**src/rtl/pipe_stall_ctrl_pkg.sv**
```systemverilog
// pipe_stall_ctrl_pkg
//   Shared definitions for the pipeline stall/flush controller:
//   stall-vector bit indices, per-requester stall patterns, FSM state
//   encoding and the requester priority encoder.
package pipe_stall_ctrl_pkg;

  // Stall-vector bit positions: {wb,mem,ex,id,if,pc}
  localparam int STALL_PC  = 0;
  localparam int STALL_IF  = 1;
  localparam int STALL_ID  = 2;
  localparam int STALL_EX  = 3;
  localparam int STALL_MEM = 4;
  localparam int STALL_WB  = 5;

  // A requester holds its own stage and every stage upstream of it.
  localparam logic [5:0] STALL_NONE    = 6'b000000;
  localparam logic [5:0] STALL_IF_REQ  = 6'b000011;
  localparam logic [5:0] STALL_ID_REQ  = 6'b000111;
  localparam logic [5:0] STALL_EX_REQ  = 6'b001111;
  localparam logic [5:0] STALL_MEM_REQ = 6'b011111;

  localparam logic [1:0] ST_RUN   = 2'd0;
  localparam logic [1:0] ST_PEND  = 2'd1;
  localparam logic [1:0] ST_FLUSH = 2'd2;

  // The most downstream requester wins; its pattern covers all upstream ones.
  function automatic logic [5:0] prio_stall(input logic if_req,
                                            input logic id_req,
                                            input logic ex_req,
                                            input logic mem_req);
    if (mem_req)     return STALL_MEM_REQ;
    else if (ex_req) return STALL_EX_REQ;
    else if (id_req) return STALL_ID_REQ;
    else if (if_req) return STALL_IF_REQ;
    else             return STALL_NONE;
  endfunction

endpackage

```
**src/rtl/pipe_stall_ctrl_wdog.sv**
```systemverilog
// stall_wdog
//   Consecutive-stall watchdog. Counts back-to-back cycles with the PC
//   held, saturating at LIMIT; timeout_o sets on the edge the count
//   reaches LIMIT and stays set until reset.
// Ports:
//   clk, rst   clock, asynchronous active-high reset
//   stall_i    PC-stage hold bit for the current cycle
//   clear_i    force the run-length count back to zero (flush cycle)
//   timeout_o  sticky watchdog flag
module stall_wdog #(
  parameter int LIMIT = 1024
) (
  input  logic clk,
  input  logic rst,
  input  logic stall_i,
  input  logic clear_i,
  output logic timeout_o
);

  localparam int CW = $clog2(LIMIT + 1);
  localparam logic [CW-1:0] LIM = CW'(LIMIT);

  logic [CW-1:0] cnt_q, cnt_d;
  logic          timeout_q, timeout_d;

  always_comb begin
    cnt_d = cnt_q;
    if (clear_i || !stall_i) cnt_d = '0;
    else if (cnt_q != LIM)   cnt_d = cnt_q + 1'b1;
    timeout_d = timeout_q | (cnt_d == LIM);
  end

  always_ff @(posedge clk or posedge rst) begin
    if (rst) begin
      cnt_q     <= '0;
      timeout_q <= 1'b0;
    end else begin
      cnt_q     <= cnt_d;
      timeout_q <= timeout_d;
    end
  end

  assign timeout_o = timeout_q;

endmodule

```
**src/rtl/pipe_stall_ctrl.sv**
```systemverilog
// pipe_stall_ctrl
//   Central stall/flush controller for the 5-stage pipeline. Merges the
//   per-stage stall requests into a {wb,mem,ex,id,if,pc} hold vector,
//   sequences exception/ERET flushes (deferring them while a bus
//   transaction is outstanding) and counts stalled cycles.
//   Optional consecutive-stall watchdog: define PIPE_STALL_WDOG_EN.
// Ports:
//   clk, rst                 clock, asynchronous active-high reset
//   if/id/ex/mem_stallreq    per-stage stall requests
//   mem_busy                 bus transaction that must finish before a flush
//   excp_req, excp_pc        flush request (held until excp_ack) and target PC
//   stall                    per-stage hold bits
//   flush, flush_pc          one-cycle flush of all stages and the new PC
//   excp_ack                 one-cycle acceptance pulse (same cycle as flush)
//   stall_cycles             free-running count of cycles with stall[0]=1
//   stall_timeout            watchdog flag, 0 when the watchdog is not built
//
// state    | meaning
// ---------+---------------------------------------------------------
// ST_RUN   | normal operation, stall follows the requesters
// ST_PEND  | flush captured, waiting for mem_busy to drop; WB drains
// ST_FLUSH | single flush cycle, excp_ack pulses, nothing held
module pipe_stall_ctrl
  import pipe_stall_ctrl_pkg::*;
#(
  parameter int ADDR_W      = 32,
  parameter int CNT_W       = 32,
  parameter int WDOG_CYCLES = 1024
) (
  input  logic              clk,
  input  logic              rst,
  input  logic              if_stallreq,
  input  logic              id_stallreq,
  input  logic              ex_stallreq,
  input  logic              mem_stallreq,
  input  logic              mem_busy,
  input  logic              excp_req,
  input  logic [ADDR_W-1:0] excp_pc,
  output logic [5:0]        stall,
  output logic              flush,
  output logic [ADDR_W-1:0] flush_pc,
  output logic              excp_ack,
  output logic [CNT_W-1:0]  stall_cycles,
  output logic              stall_timeout
);

  logic [1:0]        state_q, state_d;
  logic [ADDR_W-1:0] flush_pc_q, flush_pc_d;
  logic [CNT_W-1:0]  stall_cycles_q, stall_cycles_d;
  logic [5:0]        stall_d;

  always_comb begin
    state_d    = state_q;
    flush_pc_d = flush_pc_q;
    stall_d    = STALL_NONE;
    case (state_q)
      ST_RUN: begin
        stall_d = prio_stall(if_stallreq, id_stallreq, ex_stallreq, mem_stallreq);
        // excp_req decides the transition; stall still reflects this cycle's requests.
        if (excp_req) begin
          flush_pc_d = excp_pc;
          state_d    = mem_busy ? ST_PEND : ST_FLUSH;
        end
      end
      ST_PEND: begin
        stall_d = STALL_MEM_REQ;
        if (!mem_busy) state_d = ST_FLUSH;
      end
      ST_FLUSH: begin
        stall_d = STALL_NONE;
        state_d = ST_RUN;
      end
      default: begin
        stall_d = STALL_NONE;
        state_d = ST_RUN;
      end
    endcase
  end

  // Reset must hold the stall vector low even while requesters are active.
  assign stall = rst ? STALL_NONE : stall_d;

  assign stall_cycles_d = stall_cycles_q + CNT_W'(stall_d[STALL_PC]);

  always_ff @(posedge clk or posedge rst) begin
    if (rst) begin
      state_q        <= ST_RUN;
      flush_pc_q     <= '0;
      stall_cycles_q <= '0;
    end else begin
      state_q        <= state_d;
      flush_pc_q     <= flush_pc_d;
      stall_cycles_q <= stall_cycles_d;
    end
  end

  assign flush        = (state_q == ST_FLUSH) && !rst;
  assign excp_ack     = flush;
  assign flush_pc     = flush_pc_q;
  assign stall_cycles = stall_cycles_q;

`ifdef PIPE_STALL_WDOG_EN
  stall_wdog #(
    .LIMIT(WDOG_CYCLES)
  ) u_wdog (
    .clk      (clk),
    .rst      (rst),
    .stall_i  (stall_d[STALL_PC]),
    .clear_i  (state_q == ST_FLUSH),
    .timeout_o(stall_timeout)
  );
`else
  logic [31:0] wdog_limit_unused;
  assign wdog_limit_unused = WDOG_CYCLES;
  assign stall_timeout     = 1'b0;
`endif

endmodule

```
**config.mk**
```make
export PLATFORM = sky130hd
export DESIGN_NAME = pipe_stall_ctrl
export DESIGN_NICKNAME = d
export VERILOG_FILES = /design/src/rtl/pipe_stall_ctrl_pkg.sv /design/src/rtl/pipe_stall_ctrl_wdog.sv /design/src/rtl/pipe_stall_ctrl.sv
export SDC_FILE = /design/constraint.sdc
export NUM_CORES = 1
export LEC_CHECK = 0
export BUFFER_PORTS_ARGS = -buffer_cell sky130_fd_sc_hd__buf_2
export CORE_ASPECT_RATIO = 2
export CORE_MARGIN = 8
export CORE_UTILIZATION = 38
export DETAILED_ROUTE_END_ITERATION = 10
export PLACE_DENSITY = 0.63
export SYNTH_ARGS = -nofsm -noshare
export SYNTH_HDL_FRONTEND = slang
export SYNTH_SLANG_ARGS = --single-unit
```
**constraint.sdc**
```tcl
create_clock -name clk -period 2.6 [get_ports clk]
set_input_delay 0.39 -clock clk [delete_from_list [all_inputs] [get_ports clk]]
set_output_delay 0.39 -clock clk [all_outputs]
set_load 0.01 [all_outputs]
```
==> results of run 1 <==
worst max-delay path by stage:
stage	cells after the start	startpoint	to
after floorplan	1	rst	flush_pc[0]
after global placement	11	mem_stallreq	stall_cycles[30]
after detailed placement	11	mem_stallreq	stall_cycles[22]
after CTS	10	state_q[0]	stall_cycles[12]
after global routing	10	state_q[0]	stall_cycles[12]
final	10	state_q[0]	stall_cycles[12]
layout by cell type (no fill, tap or decap), types with 3 or more instances in the layout:
cell type and count:
buf_2 110, dfrtp_1 66, mux2_2 32, xor2_1 16, xnor2_1 14, nand3_1 13, nand2_1 10, nor4_2 9
clkbuf_16 9, nor3_1 7, nor2_1 7, nand4_1 6, and4_1 4, and3_1 3, clkbuf_8 3, buf_4 3
sequential cells by signal, summed over array words and instances (netlist names):
signal,flops
state_q,2
flush_pc,32
stall_cycles,32
power by group:
group          total (mW)  leakage, nW  internal, mW  switching (mW)
sequential           1.32        0.829          1.19           0.132
clock                1.11        0.143         0.719           0.394
combinational       0.547        0.941         0.276           0.272
per-layer routing:
metal | global-route usage | vias to the layer above
met5 | 0 | -
met4 | 0.06195 | 0
met3 | 0.05677 | 8
met2 | 0.1664 | 102
met1 | 0.1527 | 1011
li1 | - | 994
Yosys cell counts, drive strengths merged:
library cell and n:
xnor2 14, nor2 7, nor3 7, nand2b 1
nor3b 3, clkbuf 1, conb 1, xor2 16
mux2 32, nand2 11, nand3 15, and2 1
ha 2, and3 5, buf 11, dfrtp 66
inv 3, o21bai 1, nand4 6, nor4 11
and4 6
cell type report:
cell class                      instances  area [µm²]
Multi-Input combinational cell        140        1167
Clock inverter                          2       10.01
Clock buffer                           14       274.0
Timing Repair Buffer                  113       573.1
Inverter                                3       11.26
Fill cell                             657        3684
Sequential cell                        66        1652
Tap cell                               94       117.6
logic make-up (layout without fill, tap and decap cells):
group	after synthesis	after routing	share of synthesized area
flip-flops	66	66	0.5673
adder cells (fa/ha/maj)	2	2	0.008593
buffers and inverters	15	132	0.03524
AO/OA/AOI/OAI	1	1	0.002579
XOR/XNOR	30	30	0.09024
AND/OR/NAND/NOR	73	73	0.1710
multiplexers	32	32	0.1238
other	1	2	0.001288
critical path: cells and delay by family, from the launching register on:
family | cells | cell delay, ns
xor gates and xnor gates | 1 | 0.15
DFF | 1 | 0.44
adders and majority gates | 2 | 0.47
and+or+nand+nor | 7 | 1.15
stage by stage:
step	util	instances	hold WS (ns)	setup slack, ns
3_5_place_dp	0.4702	416	0.4698	0.2744
5_1_grt	0.5081	432	0.2283	0.05769
4_1_cts	0.5081	432	0.2222	0.3224
6_report	0.5081	432	0.2421	0.3152
3_3_place_gp	0.4702	416	0.4533	0.3468
2_1_floorplan	-	221	0.4564	0.5552
==> impl_metrics.py, run 1 <==
metrics = {
    "logic_synthesis": {
        "ys_ff_latch": 66,
        "syn-instance-count": 220,
        "synth_area_leaders": "dfrtp_1 57%, mux2_2 12%, xor2_1 4.8%, xnor2_1 4.2%, nor4_2 3.9%",
        "syn_avg_cell_area_um2": 13.23,
        "ys_types": 30,
        "yosysWarnings": 0,
        "yosysSeqAreaShare": 0.5673,
        "netlist_area_mm2": 0.002912,
        "synth_top_area_share": 0.5673,
        "synth_largest_area_cell": "dfrtp_1",
    },
    "routing": {
        "wl_met1_um": 2982,
        "wl_met3_um": 640,
        "route.detailed.drc": 0,
        "via_count": 2115,
        "viasPerCell": 4.896,
        "top_layer_used": "met4",
        "dr.pass1.iters": 4,
        "wl_per_cell_um": 14.98,
        "drtIter0Drc": 108,
        "wl_met2_um": 2737,
        "ant_nets": 0,
        "drt_wl_total_um": 6472,
    },
    "clock_tree": {
        "h-tree-depth": 3,
        "insertion_delay_ns": 0.32,
        "cts.sinks": 66,
        "max-clock-path-buffers": 2,
        "postCtsSetupBuffers": 0,
        "cts-resized-gates": 0,
        "clkSlewWorstSetupHoldPaths_ns": 0.05,
        "cts-root-buf": "clkbuf_16",
        "cts_tree": "built",
        "cts.hold.buffers_added": 0,
        "cts_made_buffers": 9,
    },
    "cells_and_area": {
        "diodes": 0,
        "synthToLayoutAreaGrowth_pct": 30.68,
        "design_area_mm2": 0.003805,
        "nets": 375,
        "final_layout_size_suffix_gt1_frac": 0.5266,
    },
    "job": {
        "max_cap_violations": 0,
    },
    "power": {
        "power_density_mw_per_mm2": 783.3,
        "worst_ir_drop_vdd_mv": 0.5854,
        "fin_total_pwr_mw": 2.980,
        "power.leakage_nw": 1.912,
    },
    "global_route": {
        "globalRouteOverflowTotal": 0,
        "grt_start_max_net_pins": 67,
        "grt_antenna_before_repair": 0,
        "grt_pass1_wl_um": 10600,
        "grt_pass1_vias": 2191,
        "groute.usage.overall": 0.1208,
    },
    "floorplan": {
        "ios": 113,
        "start_util": 0.3888,
        "coreArea_mm2": 0.007488,
        "die_area_mm2": 0.01089,
        "die_y_um": 139.8,
        "die-width_um": 77.90,
        "row_count": 45,
    },
    "timing": {
        "worst-slew-pin-transition_ns": 0.8030,
        "tns_ns": 0,
        "setup_violations": 0,
        "rsz0062_at_grt": "false",
        "post-route-min-period_ns": 2.285,
        "fin_worst_skew_ns": 0.004724,
        "post-route-period-util": 0.8788,
        "timing.slew.headroom": 0.4646,
        "finalMaxSlewViolations": 0,
        "final-hold-violation-count": 0,
        "clock.fmax_ghz": 0.4377,
    },
    "worst_hold_path": {
        "hold_class": "in2reg",
        "min_to": "state_q[1]",
        "holdCritStartpoint": "mem_busy",
        "hold_depth": 2,
    },
    "placed_design": {
        "place_area_mm2": 0.003521,
        "io_buffers": 110,
        "hpwlAfterDp_um": 4807,
        "gp_congestion": 0.7949,
    },
    "worst_setup_path": {
        "start_kind": "flip-flop",
        "worstReg2RegStart": "state_q[0]",
        "worst-setup-path-type": "reg2reg",
        "reg2reg_to": "stall_cycles[12]",
        "worstPathCellList": "nor3_1 -> nand2b_1 -> nor2_1 -> nor2_1 -> ha_1 -> ha_1 -> nand3_1 -> nor3_1 -> and3_1 -> xor2_1",
        "critPathCaptureType": "flip-flop",
        "worstPathArrival_ns": 2.53,
        "reg2regPathDepth": 10,
        "crit_fanout": 5,
        "slowest_delay_ns": 0.44,
        "required_ns": 2.84,
        "r2r_slack_ns": 0.32,
        "cp_slowest_cell": "dfrtp_1",
    },
    "status": {
        "status": "completed",
    },
}
Note: power is estimated with default switching activity, not from simulation.
==> run 2, diff against run 1 <==
--- a/config.mk
+++ b/config.mk
@@ -6,7 +6,6 @@
 export NUM_CORES = 1
 export LEC_CHECK = 0
 export BUFFER_PORTS_ARGS = -buffer_cell sky130_fd_sc_hd__buf_2
-export CORE_ASPECT_RATIO = 2
 export CORE_MARGIN = 8
 export CORE_UTILIZATION = 38
 export DETAILED_ROUTE_END_ITERATION = 10
==> impl_metrics.py, run 2 (same netlist as run 1, synthesis figures left out) <==
metrics = {
    "clock_tree": {
        "clkSlewWorstSetupHoldPaths_ns": 0.07,
        "cts.hold.buffers_added": 0,
        "postCtsSetupBuffers": 0,
        "cts.sinks": 66,
        "cts_made_buffers": 9,
        "max-clock-path-buffers": 2,
        "insertion_delay_ns": 0.33,
        "h-tree-depth": 3,
        "cts-root-buf": "clkbuf_8",
        "cts_tree": "built",
        "cts-resized-gates": 0,
    },
    "timing": {
        "finalMaxSlewViolations": 0,
        "worst-slew-pin-transition_ns": 0.7215,
        "setup_violations": 0,
        "final-hold-violation-count": 0,
        "timing.slew.headroom": 0.5183,
        "tns_ns": 0,
        "clock.fmax_ghz": 0.4330,
        "rsz0062_at_grt": "false",
        "post-route-min-period_ns": 2.309,
        "setup_slack_ns": 0.2906,
        "post-route-period-util": 0.8882,
        "fin_worst_skew_ns": 0.008850,
    },
    "global_route": {
        "grt_antenna_before_repair": 0,
        "grt_pass1_vias": 2204,
        "groute.usage.overall": 0.1329,
        "grt_pass1_wl_um": 11630,
        "grt_start_max_net_pins": 35,
        "globalRouteOverflowTotal": 0,
    },
    "routing": {
        "route.detailed.drc": 0,
        "wl_per_cell_um": 15.70,
        "drt_wl_total_um": 6893,
        "viasPerCell": 4.854,
        "via_count": 2131,
        "drtIter0Drc": 49,
        "ant_nets": 0,
        "dr.pass1.iters": 4,
    },
    "status": {
        "status": "completed",
    },
    "placed_design": {
        "dp_cells": 423,
        "hpwlAfterDp_um": 5347,
        "io_buffers": 110,
        "gp_congestion": 0.7674,
        "dpl_worst_slack_ns": 0.2182,
    },
    "cells_and_area": {
        "mostFrequentLayoutCells": "110 x buf_2, 66 x dfrtp_1, 32 x mux2_2",
        "synthToLayoutAreaGrowth_pct": 28.92,
        "final_layout_size_suffix_gt1_frac": 0.5282,
        "nets": 374,
        "post-route-util": 0.4960,
        "diodes": 0,
        "stdcell_count": 439,
        "final_common_cell": "buf_2",
    },
    "worst_setup_path": {
        "worst-setup-path-type": "reg2reg",
        "required_ns": 2.80,
        "crit_fanout": 5,
        "worstPathArrival_ns": 2.51,
        "critPathCaptureType": "flip-flop",
        "start_kind": "flip-flop",
    },
    "floorplan": {
        "ios": 113,
        "coreArea_mm2": 0.007567,
        "die_area_mm2": 0.01072,
        "die-width_um": 103.5,
        "start_util": 0.3848,
        "die_y_um": 103.5,
        "row_count": 32,
    },
    "power": {
        "power_density_mw_per_mm2": 731.9,
        "fin_total_pwr_mw": 2.747,
        "power.leakage_nw": 1.871,
        "worst_ir_drop_vdd_mv": 0.4394,
    },
    "worst_hold_path": {
        "hold_class": "in2reg",
    },
    "job": {
        "max_cap_violations": 0,
    },
}
## run 2: cell count changes in the layout (fill, tap and decap cells not counted)
cell,previous run,this run
clkbuf_8,3,11
buf_12,0,2
buf_4,3,0
clkinv_2,2,1
clkbuf_16,9,0
clkinvlp_4,0,2
bufinv_16,0,1
clkbuf_1,2,1
## run 2: per-stage QoR
stage          hold WS [ns]  instance area [µm²]
6_report             0.2227                 3754
5_1_grt              0.2087                 3754
4_1_cts              0.1975                 3754
3_5_place_dp         0.4642                 3548
3_3_place_gp         0.4562                 3548
2_1_floorplan        0.4564                 2915
## run 2: routing by layer
layer,GRT usage,part of all wire,vias up
met2,0.2204,0.52,50
met3,0.03656,0.050,8
met5,0,0,-
li1,-,-,994
met4,0.06611,0.018,0
met1,0.1542,0.41,1079
## run 2: worst paths after layout
check	start	end	slack (ns)	cells past startpoint
hold / removal	mem_busy	state_q[1]	0.22	2
min in group asynchronous	rst	stall_cycles[18]	0.24	2
max in group asynchronous	rst	flush_pc[28]	1.74	3
setup reg to reg	state_q[0]	stall_cycles[24]	0.29	10
setup / recovery	state_q[0]	stall_cycles[24]	0.29	10
hold reg to reg	stall_cycles[31]	stall_cycles[31]	0.47	1
## run 2: final cells by class
cell class / count / area [µm²]
Multi-Input combinational cell: 140 / 1167
Timing Repair Buffer: 112 / 590.6
Sequential cell: 66 / 1652
Fill cell: 706 / 3814
Inverter: 3 / 11.26
Clock buffer: 12 / 155.1
Tap cell: 102 / 127.6
Clock inverter: 4 / 50.05
## run 2: power by group
group | leakage, nW | switching (mW) | total, mW | internal, mW
sequential | 0.829 | 0.133 | 1.32 | 1.18
combinational | 0.944 | 0.277 | 0.556 | 0.279
clock | 0.0986 | 0.380 | 0.874 | 0.494
## run 2: critical path, stage by stage, from the launching register on
cell,delay (ns)
dfrtp_1,0.44
nor3_1,0.27
nand2b_1,0.11
nor2_1,0.13
nor2_1,0.06
ha_1,0.23
ha_1,0.25
and3_1,0.23
nand3_1,0.22
nor4_2,0.08
xor2_1,0.15
==> run 3, diff against run 2 <==
--- a/config.mk
+++ b/config.mk
@@ -9,7 +9,10 @@
 export CORE_MARGIN = 8
 export CORE_UTILIZATION = 38
 export DETAILED_ROUTE_END_ITERATION = 10
+export GPL_TIMING_DRIVEN = 0
 export PLACE_DENSITY = 0.63
+export RECOVER_POWER = 50
 export SYNTH_ARGS = -nofsm -noshare
 export SYNTH_HDL_FRONTEND = slang
 export SYNTH_SLANG_ARGS = --single-unit
+export TNS_END_PERCENT = 100
==> impl_metrics.py, run 3 (same netlist as run 1, synthesis figures left out) <==
metrics = {
    "cells_and_area": {
        "stdcell_count": 449,
        "diodes": 0,
        "mostFrequentLayoutCells": "77 x buf_2, 66 x dfrtp_1, 35 x clkbuf_1",
        "nets": 384,
        "final_layout_size_suffix_gt1_frac": 0.4438,
        "fillerInstances": 744,
        "multi_input_area_mm2": 0.001161,
        "regArea_mm2": 0.001652,
        "synthToLayoutAreaGrowth_pct": 28.62,
        "final_common_cell": "buf_2",
    },
    "global_route": {
        "globalRouteOverflowTotal": 0,
        "grt_pass1_vias": 2242,
        "grt_start_max_net_pins": 67,
        "grt_antenna_before_repair": 0,
        "grt_pass1_wl_um": 11470,
        "busiest_layer": "met2",
        "use_met2": 0.2255,
        "use_met3": 0.04089,
        "grt_use_met1": 0.1445,
        "groute.usage.overall": 0.1315,
    },
    "power": {
        "worst_ir_drop_vdd_mv": 0.3825,
        "power_density_mw_per_mm2": 719.0,
        "power.leakage_nw": 1.805,
        "fin_total_pwr_mw": 2.692,
    },
    "routing": {
        "ant_nets": 0,
        "viasPerCell": 4.715,
        "wl_per_cell_um": 15.40,
        "dr.pass1.iters": 4,
        "drtIter0Drc": 68,
        "via_count": 2117,
        "drt_wl_total_um": 6915,
        "route.detailed.drc": 0,
    },
    "timing": {
        "tns_ns": 0,
        "setup_violations": 0,
        "post-route-min-period_ns": 2.303,
        "final-hold-violation-count": 0,
        "clock.fmax_ghz": 0.4341,
        "timing.slew.headroom": 0.08435,
        "worst-slew-pin-transition_ns": 1.373,
        "finalMaxSlewViolations": 0,
        "fin_worst_skew_ns": 0.008643,
        "rsz0062_at_grt": "false",
        "post-route-period-util": 0.8859,
    },
    "worst_setup_path": {
        "slowest_delay_ns": 0.43,
        "cp_slowest_cell": "dfrtp_1",
        "worstPathArrival_ns": 2.56,
        "critPathCaptureType": "flip-flop",
        "crit_fanout": 5,
        "start_kind": "flip-flop",
        "critPathLaunch": "state_q[0]",
        "worst-setup-path-type": "reg2reg",
        "worstReg2RegStart": "state_q[0]",
        "required_ns": 2.86,
        "worstPathCellList": "nor3_1 -> nand2b_1 -> nor2_1 -> nor2_1 -> ha_1 -> ha_1 -> nand3_1 -> nor3_1 -> and3_1 -> xor2_1",
    },
    "job": {
        "max_cap_violations": 0,
    },
    "clock_tree": {
        "cts_made_buffers": 9,
        "insertion_delay_ns": 0.34,
        "clkSlewWorstSetupHoldPaths_ns": 0.07,
        "max-clock-path-buffers": 2,
        "h-tree-depth": 3,
        "cts-root-buf": "clkbuf_8",
        "cts.hold.buffers_added": 0,
        "cts-resized-gates": 0,
        "cts.sinks": 66,
        "cts_tree": "built",
        "postCtsSetupBuffers": 0,
    },
    "floorplan": {
        "die-width_um": 103.5,
        "row_count": 32,
        "die_y_um": 103.5,
        "ios": 113,
        "start_util": 0.3848,
        "die_area_mm2": 0.01072,
        "coreArea_mm2": 0.007567,
    },
    "status": {
        "status": "completed",
    },
    "placed_design": {
        "gp_congestion": 0.7721,
        "io_buffers": 110,
        "dp_cells": 433,
        "hpwlAfterDp_um": 5277,
    },
    "worst_hold_path": {
        "hold_class": "in2reg",
        "holdCritStartpoint": "mem_busy",
    },
}
-- run 3: worst paths after layout --
kind | endpoint | slack, ns | cells past startpoint
setup / recovery | stall_cycles[12] | 0.30 | 10
hold / removal | state_q[1] | 0.22 | 2
setup reg to reg | stall_cycles[12] | 0.30 | 10
hold reg to reg | stall_cycles[31] | 0.47 | 1
max in group asynchronous | stall_cycles[16] | 1.23 | 2
min in group asynchronous | flush_pc[11] | 0.52 | 2
-- run 3: area by class of cell --
cell class,instances,area share
sequential,66,0.4410
timing repair buffer,110,0.1356
buffer,12,0.02439
clock buffer,9,0.03308
tap,102,0.03408
multi-input combinational,140,0.3101
clock inverter,7,0.01871
inverter,3,0.003007
-- run 3: routing by layer --
layer  vias to the layer above  wire length [µm]
met5                         -                 0
met3                         6               391
met1                      1048              2786
met4                         0                87
met2                        48              3650
li1                       1015                 -
-- run 3: power breakdown --
part	total (mW)	leakage, nW	internal, mW	switching [mW]
registers	1.30	0.829	1.18	0.119
logic	0.552	0.888	0.258	0.294
clock network	0.837	0.0873	0.439	0.398
total	2.69	1.80	1.88	0.811
-- run 3: critical path, delay by kind of cell, from the launching register on --
kind / cells / cell delay [ns]
flops: 1 / 0.43
simple gates: 7 / 1.16
fa+ha+maj: 2 / 0.50
xor+xnor: 1 / 0.14
-- run 3: through the flow --
step,util,hold WS [ns],instance area (µm²),setup slack (ns)
2_1_floorplan,-,0.4564,2915,0.5552
3_3_place_gp,0.4749,0.4541,3593,-0.3836
3_5_place_dp,0.4752,0.4622,3596,0.2064
4_1_cts,0.5008,0.2032,3790,0.2587
5_1_grt,0.4949,0.2033,3745,0.03398
6_report,0.4949,0.2218,3745,0.2966
